File: config.mk
export PLATFORM = sky130hd
export DESIGN_NAME = vga_pattern_gen
export DESIGN_NICKNAME = d
export VERILOG_FILES = /design/src/rtl/vga_pkg.sv /design/src/rtl/vga_bar_counter.sv /design/src/rtl/vga_pattern_gen.sv
export SDC_FILE = /design/constraint.sdc
export NUM_CORES = 1
export LEC_CHECK = 0
export CAP_MARGIN = 20
export CORE_ASPECT_RATIO = 0.6
export CORE_UTILIZATION = 60
export CTS_BUF_LIST = sky130_fd_sc_hd__clkbuf_8
export DETAILED_ROUTE_END_ITERATION = 10
export DONT_BUFFER_PORTS = 1
export GPL_TIMING_DRIVEN = 0
export MAX_ROUTING_LAYER = met4
export PLACE_DENSITY = 0.74
export SETUP_SLACK_MARGIN = 0.4
export SLEW_MARGIN = 10
export SYNTH_ARGS = -nofsm -noshare
export SYNTH_HDL_FRONTEND = slang
export SYNTH_HIERARCHICAL = 1
export SYNTH_SLANG_ARGS = --single-unit
File: constraint.sdc
create_clock -name clk -period 3.24 [get_ports clk]
set_input_delay 0.324 -clock clk [delete_from_list [all_inputs] [get_ports clk]]
set_output_delay 0.324 -clock clk [all_outputs]
set_load 0.02 [all_outputs]
File: src/rtl/vga_pkg.sv
// vga_pkg
// Shared types and constants for the VGA test-pattern generator.
//   mode_e        : selectable test patterns
//   DEF_H_PIXELS  : default visible columns
//   DEF_V_PIXELS  : default visible rows
//   NUM_BARS      : number of vertical colour bars in the bar pattern
//   bar_code()    : 3-bit {r,g,b} on/off code for a bar index
package vga_pkg;

  typedef enum logic [1:0] {
    MODE_SOLID = 2'd0,
    MODE_BARS  = 2'd1,
    MODE_CHECK = 2'd2,
    MODE_GRAD  = 2'd3
  } mode_e;

  localparam int DEF_H_PIXELS = 200;
  localparam int DEF_V_PIXELS = 100;
  localparam int NUM_BARS     = 8;

  // Bar 0 is white (code 7) and the last bar is black (code 0).
  function automatic logic [2:0] bar_code(input logic [2:0] idx);
    return 3'd7 - idx;
  endfunction

endpackage

File: src/rtl/vga_bar_counter.sv
// vga_bar_counter
// Tracks which colour bar the current pixel belongs to without a divider.
// Ports:
//   clk        : clock, rising edge
//   rst_n      : asynchronous active-low reset
//   active_i   : current pixel is in the visible area
//   col_zero_i : current pixel is column 0 (restarts the count)
//   bar_idx_o  : bar index of the current pixel, 0..7, saturating at 7
module vga_bar_counter
  import vga_pkg::*;
#(
  parameter int H_BITS = 9,
  parameter int BAR_W  = DEF_H_PIXELS / NUM_BARS
) (
  input  logic       clk,
  input  logic       rst_n,
  input  logic       active_i,
  input  logic       col_zero_i,
  output logic [2:0] bar_idx_o
);

  localparam logic [H_BITS-1:0] CNT_LAST = H_BITS'(BAR_W - 1);

  logic [H_BITS-1:0] cnt_q, cnt_d, cnt_cur;
  logic [2:0]        idx_q, idx_d, idx_cur;

  // The registers hold the position of the pixel that follows the last
  // active one. Column 0 overrides them combinationally so the first pixel
  // of a line is always in bar 0 regardless of what the previous line left.
  always_comb begin
    cnt_cur = col_zero_i ? '0   : cnt_q;
    idx_cur = col_zero_i ? 3'd0 : idx_q;
    cnt_d   = cnt_q;
    idx_d   = idx_q;
    if (active_i) begin
      if (cnt_cur == CNT_LAST) begin
        cnt_d = '0;
        idx_d = (idx_cur == 3'd7) ? 3'd7 : idx_cur + 3'd1;
      end else begin
        cnt_d = cnt_cur + H_BITS'(1);
        idx_d = idx_cur;
      end
    end
  end

  always_ff @(posedge clk or negedge rst_n) begin
    if (!rst_n) begin
      cnt_q <= '0;
      idx_q <= 3'd0;
    end else begin
      cnt_q <= cnt_d;
      idx_q <= idx_d;
    end
  end

  assign bar_idx_o = idx_cur;

endmodule

File: src/rtl/vga_pattern_gen.sv
// vga_pattern_gen
// Test-pattern generator sitting behind a VGA timing generator. One cycle
// after each (disp_ena, col, row) it presents the pixel colour for the
// active pattern. Pattern changes are deferred to the next frame start.
// Ports:
//   clk, rst_n           : clock (rising edge), async active-low reset
//   disp_ena, col, row   : visible-area strobe and pixel coordinates
//   mode_req, mode_valid : requested pattern and its request strobe
//   solid_rgb            : {r,g,b} for the solid pattern
//   mode_ack             : pulses with the first pixel drawn in a new mode
//   r, g, b, pix_valid   : pixel colour and the delayed disp_ena
// Build option: define VGA_PAT_BORDER_EN to force a one-pixel white border.
module vga_pattern_gen
  import vga_pkg::*;
#(
  parameter int H_BITS     = 9,
  parameter int V_BITS     = 7,
  parameter int H_PIXELS   = DEF_H_PIXELS,
  parameter int V_PIXELS   = DEF_V_PIXELS,
  parameter int COLOR_BITS = 4
) (
  input  logic                    clk,
  input  logic                    rst_n,
  input  logic                    disp_ena,
  input  logic [H_BITS-1:0]       col,
  input  logic [V_BITS-1:0]       row,
  input  logic [1:0]              mode_req,
  input  logic [3*COLOR_BITS-1:0] solid_rgb,
  input  logic                    mode_valid,
  output logic                    mode_ack,
  output logic [COLOR_BITS-1:0]   r,
  output logic [COLOR_BITS-1:0]   g,
  output logic [COLOR_BITS-1:0]   b,
  output logic                    pix_valid
);

  localparam logic [COLOR_BITS-1:0] ONES = '1;

  mode_e                 mode_q, mode_d;
  mode_e                 pend_mode_q, pend_mode_d;
  logic                  pend_q, pend_d;
  logic [7:0]            frame_cnt_q, frame_cnt_d;
  logic                  ack_d;
  logic                  frame_start;
  logic [2:0]            bar_idx;
  logic [2:0]            bar_rgb;
  logic [COLOR_BITS-1:0] r_d, g_d, b_d;
  logic [COLOR_BITS-1:0] r_q, g_q, b_q;
  logic                  pix_valid_q, mode_ack_q;

  assign frame_start = disp_ena && (col == '0) && (row == '0);

  vga_bar_counter #(
    .H_BITS (H_BITS),
    .BAR_W  (H_PIXELS / NUM_BARS)
  ) u_bar_counter (
    .clk        (clk),
    .rst_n      (rst_n),
    .active_i   (disp_ena),
    .col_zero_i (col == '0),
    .bar_idx_o  (bar_idx)
  );

  assign bar_rgb = bar_code(bar_idx);

`ifdef VGA_PAT_BORDER_EN
  localparam logic [H_BITS-1:0] COL_LAST = H_BITS'(H_PIXELS - 1);
  localparam logic [V_BITS-1:0] ROW_LAST = V_BITS'(V_PIXELS - 1);
  logic on_border;
  assign on_border = (col == '0) || (col == COL_LAST) ||
                     (row == '0) || (row == ROW_LAST);
`else
  // V_PIXELS only shapes the border; without it the constant is tied off.
  logic unused_vpix;
  assign unused_vpix = ^V_BITS'(V_PIXELS - 1);
`endif

  // Mode bookkeeping. The mode, frame counter and ack are resolved
  // combinationally so that the frame-start pixel itself is drawn with the
  // freshly applied mode and the freshly incremented frame count. A request
  // arriving on the frame-start pixel wins over any older pending one.
  always_comb begin
    mode_d      = mode_q;
    pend_d      = pend_q;
    pend_mode_d = pend_mode_q;
    frame_cnt_d = frame_cnt_q;
    ack_d       = 1'b0;
    if (frame_start) begin
      frame_cnt_d = frame_cnt_q + 8'd1;
      if (mode_valid) begin
        mode_d = mode_e'(mode_req);
        pend_d = 1'b0;
        ack_d  = 1'b1;
      end else if (pend_q) begin
        mode_d = pend_mode_q;
        pend_d = 1'b0;
        ack_d  = 1'b1;
      end
    end else if (mode_valid) begin
      pend_d      = 1'b1;
      pend_mode_d = mode_e'(mode_req);
    end
  end

  // Pixel colour for the current coordinates; blanked pixels stay black.
  always_comb begin
    r_d = '0;
    g_d = '0;
    b_d = '0;
    if (disp_ena) begin
      case (mode_d)
        MODE_SOLID: {r_d, g_d, b_d} = solid_rgb;
        MODE_BARS: begin
          r_d = {COLOR_BITS{bar_rgb[2]}};
          g_d = {COLOR_BITS{bar_rgb[1]}};
          b_d = {COLOR_BITS{bar_rgb[0]}};
        end
        MODE_CHECK: begin
          if (col[3] ^ row[3]) begin
            r_d = ONES;
            g_d = ONES;
            b_d = ONES;
          end
        end
        MODE_GRAD: begin
          r_d = col[H_BITS-1 -: COLOR_BITS] + frame_cnt_d[COLOR_BITS-1:0];
          g_d = row[V_BITS-1 -: COLOR_BITS];
          b_d = frame_cnt_d[7 -: COLOR_BITS];
        end
        default: ;
      endcase
`ifdef VGA_PAT_BORDER_EN
      if (on_border) begin
        r_d = ONES;
        g_d = ONES;
        b_d = ONES;
      end
`endif
    end
  end

  // All state and the registered pixel outputs.
  always_ff @(posedge clk or negedge rst_n) begin
    if (!rst_n) begin
      mode_q      <= MODE_SOLID;
      pend_q      <= 1'b0;
      pend_mode_q <= MODE_SOLID;
      frame_cnt_q <= 8'd0;
      r_q         <= '0;
      g_q         <= '0;
      b_q         <= '0;
      pix_valid_q <= 1'b0;
      mode_ack_q  <= 1'b0;
    end else begin
      mode_q      <= mode_d;
      pend_q      <= pend_d;
      pend_mode_q <= pend_mode_d;
      frame_cnt_q <= frame_cnt_d;
      r_q         <= r_d;
      g_q         <= g_d;
      b_q         <= b_d;
      pix_valid_q <= disp_ena;
      mode_ack_q  <= ack_d;
    end
  end

  assign r         = r_q;
  assign g         = g_q;
  assign b         = b_q;
  assign pix_valid = pix_valid_q;
  assign mode_ack  = mode_ack_q;

endmodule

==> results.toml, run 1 <==
[clocking]
cts_sinks = 39
clk_pin_slew_ns = 0.08
cts_max_path_buffers = 2
cts-root-buf = "clkbuf_8"
cts_tree = "built"
cts_buffers = 5
clock_latency_ns = 0.29
htreeDepth = 2

[synthesis]
synth_area_leader_cell = "dfrtp_1"
synth_area_per_cell_um2 = 10.5
ys_top_cells_by_count = "dfrtp_1 (39), inv_1 (15), a21oi_1 (11)"
synth.area.top_cells = "dfrtp_1 (42%), ha_1 (2.7%), xnor2_1 (2.6%), inv_1 (2.4%), a21oi_1 (2.4%)"
synth-main-ff-cell = "dfrtp_1"
syn_area_um2 = 2340
synth-async-reset-ratio_pct = 100
synth_cell_types = 65
yosys_register_bits = 39
synth_top_area_share_pct = 41.7
seq_area_frac_synth_pct = 41.7
synth-edff-count = 0
yosysMostFrequentCell = "dfrtp_1"
syn_inst = 222
synthesis.nets = 262
ys_warn_count = 6

[power]
vdd_drop_max_v = 0.000388
cellLeakagePower_nw = 1.09
power.density_nw_per_um2 = 519

[drt]
routed_wl_um = 5670
firstDrtPassIters = 4
vias = 1885
drt-vias-per-instance = 6.76
drcViolationCount = 0
drt_iter0_markers = 246
wl_per_cell_um = 20.3
ant_nets = 0

[critical_path]
crit_arrival_ns = 2.77
reg2reg_depth = 8
max_stage_delay_ns = 0.41
path_max_fanout = 8
rrSetupSlack_ns = 1.02
worstPathBufferInverterCount = 0
worst_setup_path_start_kind = "primary input"
crit_top_cell = "xnor2_1"
path_cells = "nor4_2, nand2_2, nor2_2, mux2_2, ha_1, a21o_1, a21oi_1, xnor2_1, xnor2_1, o32ai_1"
cp_top_family = "simple AND/OR/NAND/NOR gates"
critPathRequiredTime_ns = 3.39
timing.rr.end = "r[3]$_DFF_PN0_"
end_kind = "flop"
slowest_stage = "mux2_2"
r2r-start = "frame_cnt_q[0]$_DFF_PN0_"
worst-setup-path-type = "primary input to flop"

[floorplanning]
coreArea_um2 = 3700
fp.dieArea_um2 = 4160
die_w_um = 82.6
num_rows = 17
io_pins = 48
floorplan.initialDensity_pct = 63.2
die_y_um = 50.4

[finish]
n_antenna_cell = 0
syn_to_final_growth_pct = 8.72
final_cell_count_no_fill = 279
drive_gt1_share_pct = 16.8
layout.nets = 271

[run]
maxCapViolations = 0

[timing]
holdWs_ns = 0.0627
min_period_ns = 2.62
worst_pin_slew_ns = 0.596
setup_viol = 0
fin_tns_setup_ns = 0
relSlewSlack_pct = 60.3
rsz0062_at_grt = "false"
fmax_mhz = 382
hold_viol_final = 0
finalMaxSlewViolations = 0
skew_ns = 0.00819
period_share_pct = 80.8

[grt]
grt_pass1_vias = 1797
grt_pass1_wl_um = 9050
antenna_found_initial = 0
overflow = 0
grt_usage_pct = 31.3
grt_max_degree = 40

[worst_hold_path]
hold_class = "primary input to flop"
hold_depth = 0
hold_path.startpoint = "disp_ena"
hold_end = "pix_valid$_DFF_PN0_"

[placed_design]
gp_congestion = 0.861
dp_hpwl_um = 4290
port_buffers = 0
place_inst = 269

[run_status]
outcome = "complete, no violations"
==> worst max-delay path by stage <==
stage | from | to | cells after the start
global route | row[1] | r[3]$_DFF_PN0_ | 10
global placement | row[1] | r[3]$_DFF_PN0_ | 10
detailed placement | row[1] | r[3]$_DFF_PN0_ | 10
finish | col[5] | r[3]$_DFF_PN0_ | 10
CTS | row[1] | r[3]$_DFF_PN0_ | 10
floorplan | row[1] | r[3]$_DFF_PN0_ | 10
==> worst register-to-register path, delay by kind of cell, from the launching register on <==
kind                     cells  cell delay, ns
XOR/XNOR                     2            0.36
AO/OA/AOI/OAI                3            0.46
flip-flops                   1            0.41
adder cells (fa/ha/maj)      2            0.57
multiplexers                 1            0.29
==> layer usage <==
| metal | vias to the layer above | global-route usage, % | wire length (µm) |
|---|---|---|---|
| met5 | - | - | 0 |
| met4 | 0 | 7.76 | 39 |
| met3 | 4 | 7.09 | 647 |
| met2 | 119 | 44.2 | 2420 |
| met1 | 909 | 45.2 | 2560 |
| li1 | 853 | - | - |
==> layout make-up <==
class | instances | area [µm²]
timing repair buffer | 2 | 30.0
sequential | 39 | 976
inverter | 16 | 61.3
clock buffer | 5 | 68.8
tap | 47 | 58.8
fill | 278 | 1160
buffer | 9 | 47.5
clock inverter | 3 | 43.8
multi-input combinational | 158 | 1260
==> cells by family (layout without fill, tap and decap cells) <==
kind of cell / count (synthesis) / after routing / synth area share (%)
and+or+nand+nor: 80 / 80 / 24.0
AOI/OAI and AO/OA: 57 / 57 / 20.2
DFF: 39 / 39 / 41.7
buffers and inverters: 25 / 35 / 4.65
xor gates and xnor gates: 12 / 12 / 4.49
adders and majority gates: 6 / 6 / 3.53
muxes: 3 / 3 / 1.44
==> report_power, final <==
part / switching (mW) / leakage (nW) / internal [mW] / total, mW
Combinational: 0.149 / 0.550 / 0.134 / 0.283
Sequential: 0.0897 / 0.485 / 0.542 / 0.632
Clock: 0.176 / 0.0581 / 0.229 / 0.405
==> what timing repair did <==
item | 4_1_cts | 5_1_grt
gates resized for setup | 0 | 1
hold buffers | 2 | 0
endpoints found under the setup margin | 0 | 2
hold endpoints to repair | 39 | 0
setup buffers | 0 | 0
==> layout by cell type, fill, tap and decap left out, drive strengths merged, types with 3 or more instances in the layout <==
cell type  netlist  routed
nor2b            4       4
o311ai           3       3
nand2           10      10
nor4             5       5
o21ai            4       4
dfrtp           39      39
xor2             5       5
a221oi           5       5
nand2b           6       6
xnor2            7       7
mux2             3       3
clkbuf           6      11
o22a             3       3
o31ai            3       3
and3             5       5
or2b             3       3
and3b            3       3
nor2             9       9
nand4            5       5
ha               5       5
o2bb2ai          4       4
a21oi           11      11
or3              3       3
clkinv           1       3
a211oi           4       4
nor3             7       7
nand3            9       9
buf              3       4
inv             15      15
==> registers in the layout (all words and copies together) (netlist names) <==
| name | flops |
|---|---|
| u_bar_counter/cnt_q | 9 |
| frame_cnt_q | 8 |
| b | 4 |
| g | 4 |
| r | 4 |
| u_bar_counter/idx_q | 3 |
| mode_q | 2 |
| pend_mode_q | 2 |
| mode_ack | 1 |
| pend_q | 1 |
| pix_valid | 1 |
==> stage by stage <==
stage                     utilization [%]  setup WS [ns]  area, µm²  total power, mW
after detailed placement             64.8          0.234       2400            0.898
after global routing                 68.7          0.552       2540             1.39
final                                68.7          0.624       2540             1.32
after CTS                            68.7          0.532       2540             1.32
after global placement               64.8          0.281       2400            0.873
after floorplan                         -          0.619       2340            0.832
Note: power is estimated with default switching activity, not from simulation.
==> inputs of run 2 (changes only) <==
Clock period 3.24 ns to 2.6 ns, I/O delays scaled along.
==> results.toml, run 2 (synthesis results as in run 1) <==
[power]
power.density_nw_per_um2 = 633
fin_total_pwr_mw = 1.65
cellLeakagePower_nw = 1.13
vdd_drop_max_v = 0.000573

[critical_path]
critPathRequiredTime_ns = 2.77
path_max_fanout = 3
crit_arrival_ns = 2.36
worst_setup_path_start_kind = "flop"
end_kind = "flop"
worst-setup-path-type = "flop to flop"

[finish]
layout_commonest_cell = "dfrtp_1"
n_antenna_cell = 0
drive_gt1_share_pct = 19.1
layout.nets = 274
syn_to_final_growth_pct = 11.6
utilization_pct = 70.6
layout_common_cells = "dfrtp_1 (39), inv_1 (15), a21oi_1 (10)"
final_cell_count_no_fill = 282
largest_reg_flops = 9
fin_area_um2 = 2610
largest-register = "u_bar_counter/cnt_q"
top_regs = "u_bar_counter/cnt_q x9, frame_cnt_q x8"
n_fill_cell = 266

[grt]
overflow = 0
grt_pass1_wl_um = 9360
grt_usage_pct = 32.9
grt_pass1_vias = 1855
grt_max_degree = 40
antenna_found_initial = 0

[clocking]
cts_max_path_buffers = 2
htreeDepth = 2
clk_pin_slew_ns = 0.08
cts_tree = "built"
cts_sinks = 39
clock_latency_ns = 0.30
cts-root-buf = "clkbuf_8"
cts_buffers = 5

[timing]
setup_viol = 0
finalMaxSlewViolations = 0
period_share_pct = 84.4
finalWorstSetupSlack_ns = 0.407
holdWs_ns = 0.0988
worst_pin_slew_ns = 0.534
fmax_mhz = 456
hold_viol_final = 0
fin_tns_setup_ns = 0
rsz0062_at_grt = "true"
relSlewSlack_pct = 64.4
min_period_ns = 2.19
skew_ns = 0.00468

[drt]
firstDrtPassIters = 6
drt_iter0_markers = 177
routed_wl_um = 5710
drcViolationCount = 0
drt-vias-per-instance = 6.61
ant_nets = 0
vias = 1865
wl_per_cell_um = 20.2

[placed_design]
gp_congestion = 0.897
dpl_cell_area_um2 = 2440
place_inst = 269
port_buffers = 0
preCtsSetupSlack_ns = -0.0410
dp_hpwl_um = 4270

[worst_hold_path]
hold_class = "primary input to flop"

[floorplanning]
num_rows = 17
die_y_um = 50.4
coreArea_um2 = 3700
fp.dieArea_um2 = 4160
die_w_um = 82.6
floorplan.initialDensity_pct = 63.2
io_pins = 48

[run]
maxCapViolations = 0

[run_status]
outcome = "complete, no violations"
==> run 2: final cells by class <==
class	instances	area [µm²]	area share, %
Buffer	9	48.8	1.87
Clock buffer	5	68.8	2.64
Multi-Input combinational cell	158	1300	49.7
Sequential cell	39	976	37.4
Tap cell	47	58.8	2.25
Clock inverter	3	43.8	1.68
Timing Repair Buffer	5	55.1	2.11
Inverter	16	61.3	2.35
==> run 2: path summary, 6_finish.rpt <==
kind	startpoint	endpoint	slack [ns]	cells past startpoint
worst max-delay path	frame_cnt_q[0]$_DFF_PN0_	r[3]$_DFF_PN0_	0.41	8
worst min-delay path	row[6]	g[3]$_DFF_PN0_	0.1	2
worst max register to register	frame_cnt_q[0]$_DFF_PN0_	r[3]$_DFF_PN0_	0.41	8
worst min register to register	frame_cnt_q[7]$_DFF_PN0_	frame_cnt_q[7]$_DFF_PN0_	0.49	1
max in group asynchronous	rst_n	u_bar_counter/idx_q[0]$_DFFE_PN0P_	1.99	2
min in group asynchronous	rst_n	b[1]$_DFF_PN0_	0.41	2
==> run 2: critical path: stages, from the launching register on <==
cell	delay [ns]
dfrtp_1	0.42
ha_1	0.32
mux2_4	0.28
ha_1	0.27
a21o_1	0.17
a21oi_2	0.13
xnor2_1	0.22
xnor2_1	0.17
o32ai_1	0.09
==> run 2: what timing repair did <==
action	4_1_cts	5_1_grt
endpoints found under the setup margin	3	4
hold buffers	3	0
buffers inserted	2	0
gates resized for setup	0	3
endpoints found under the hold margin	40	0
pin swaps	3	0
==> run 2: metal layers <==
metal | vias up | share of wire (%) | track usage, %
li1 | 857 | - | -
met5 | - | 0 | -
met1 | 888 | 49 | 46.9
met4 | 0 | 1.8 | 12.9
met2 | 109 | 40 | 44.8
met3 | 11 | 9.5 | 8.18
==> run 2: report_power, final <==
| part | internal [mW] | switching [mW] |
|---|---|---|
| combinational | 0.168 | 0.183 |
| clock | 0.286 | 0.227 |
| sequential | 0.675 | 0.114 |
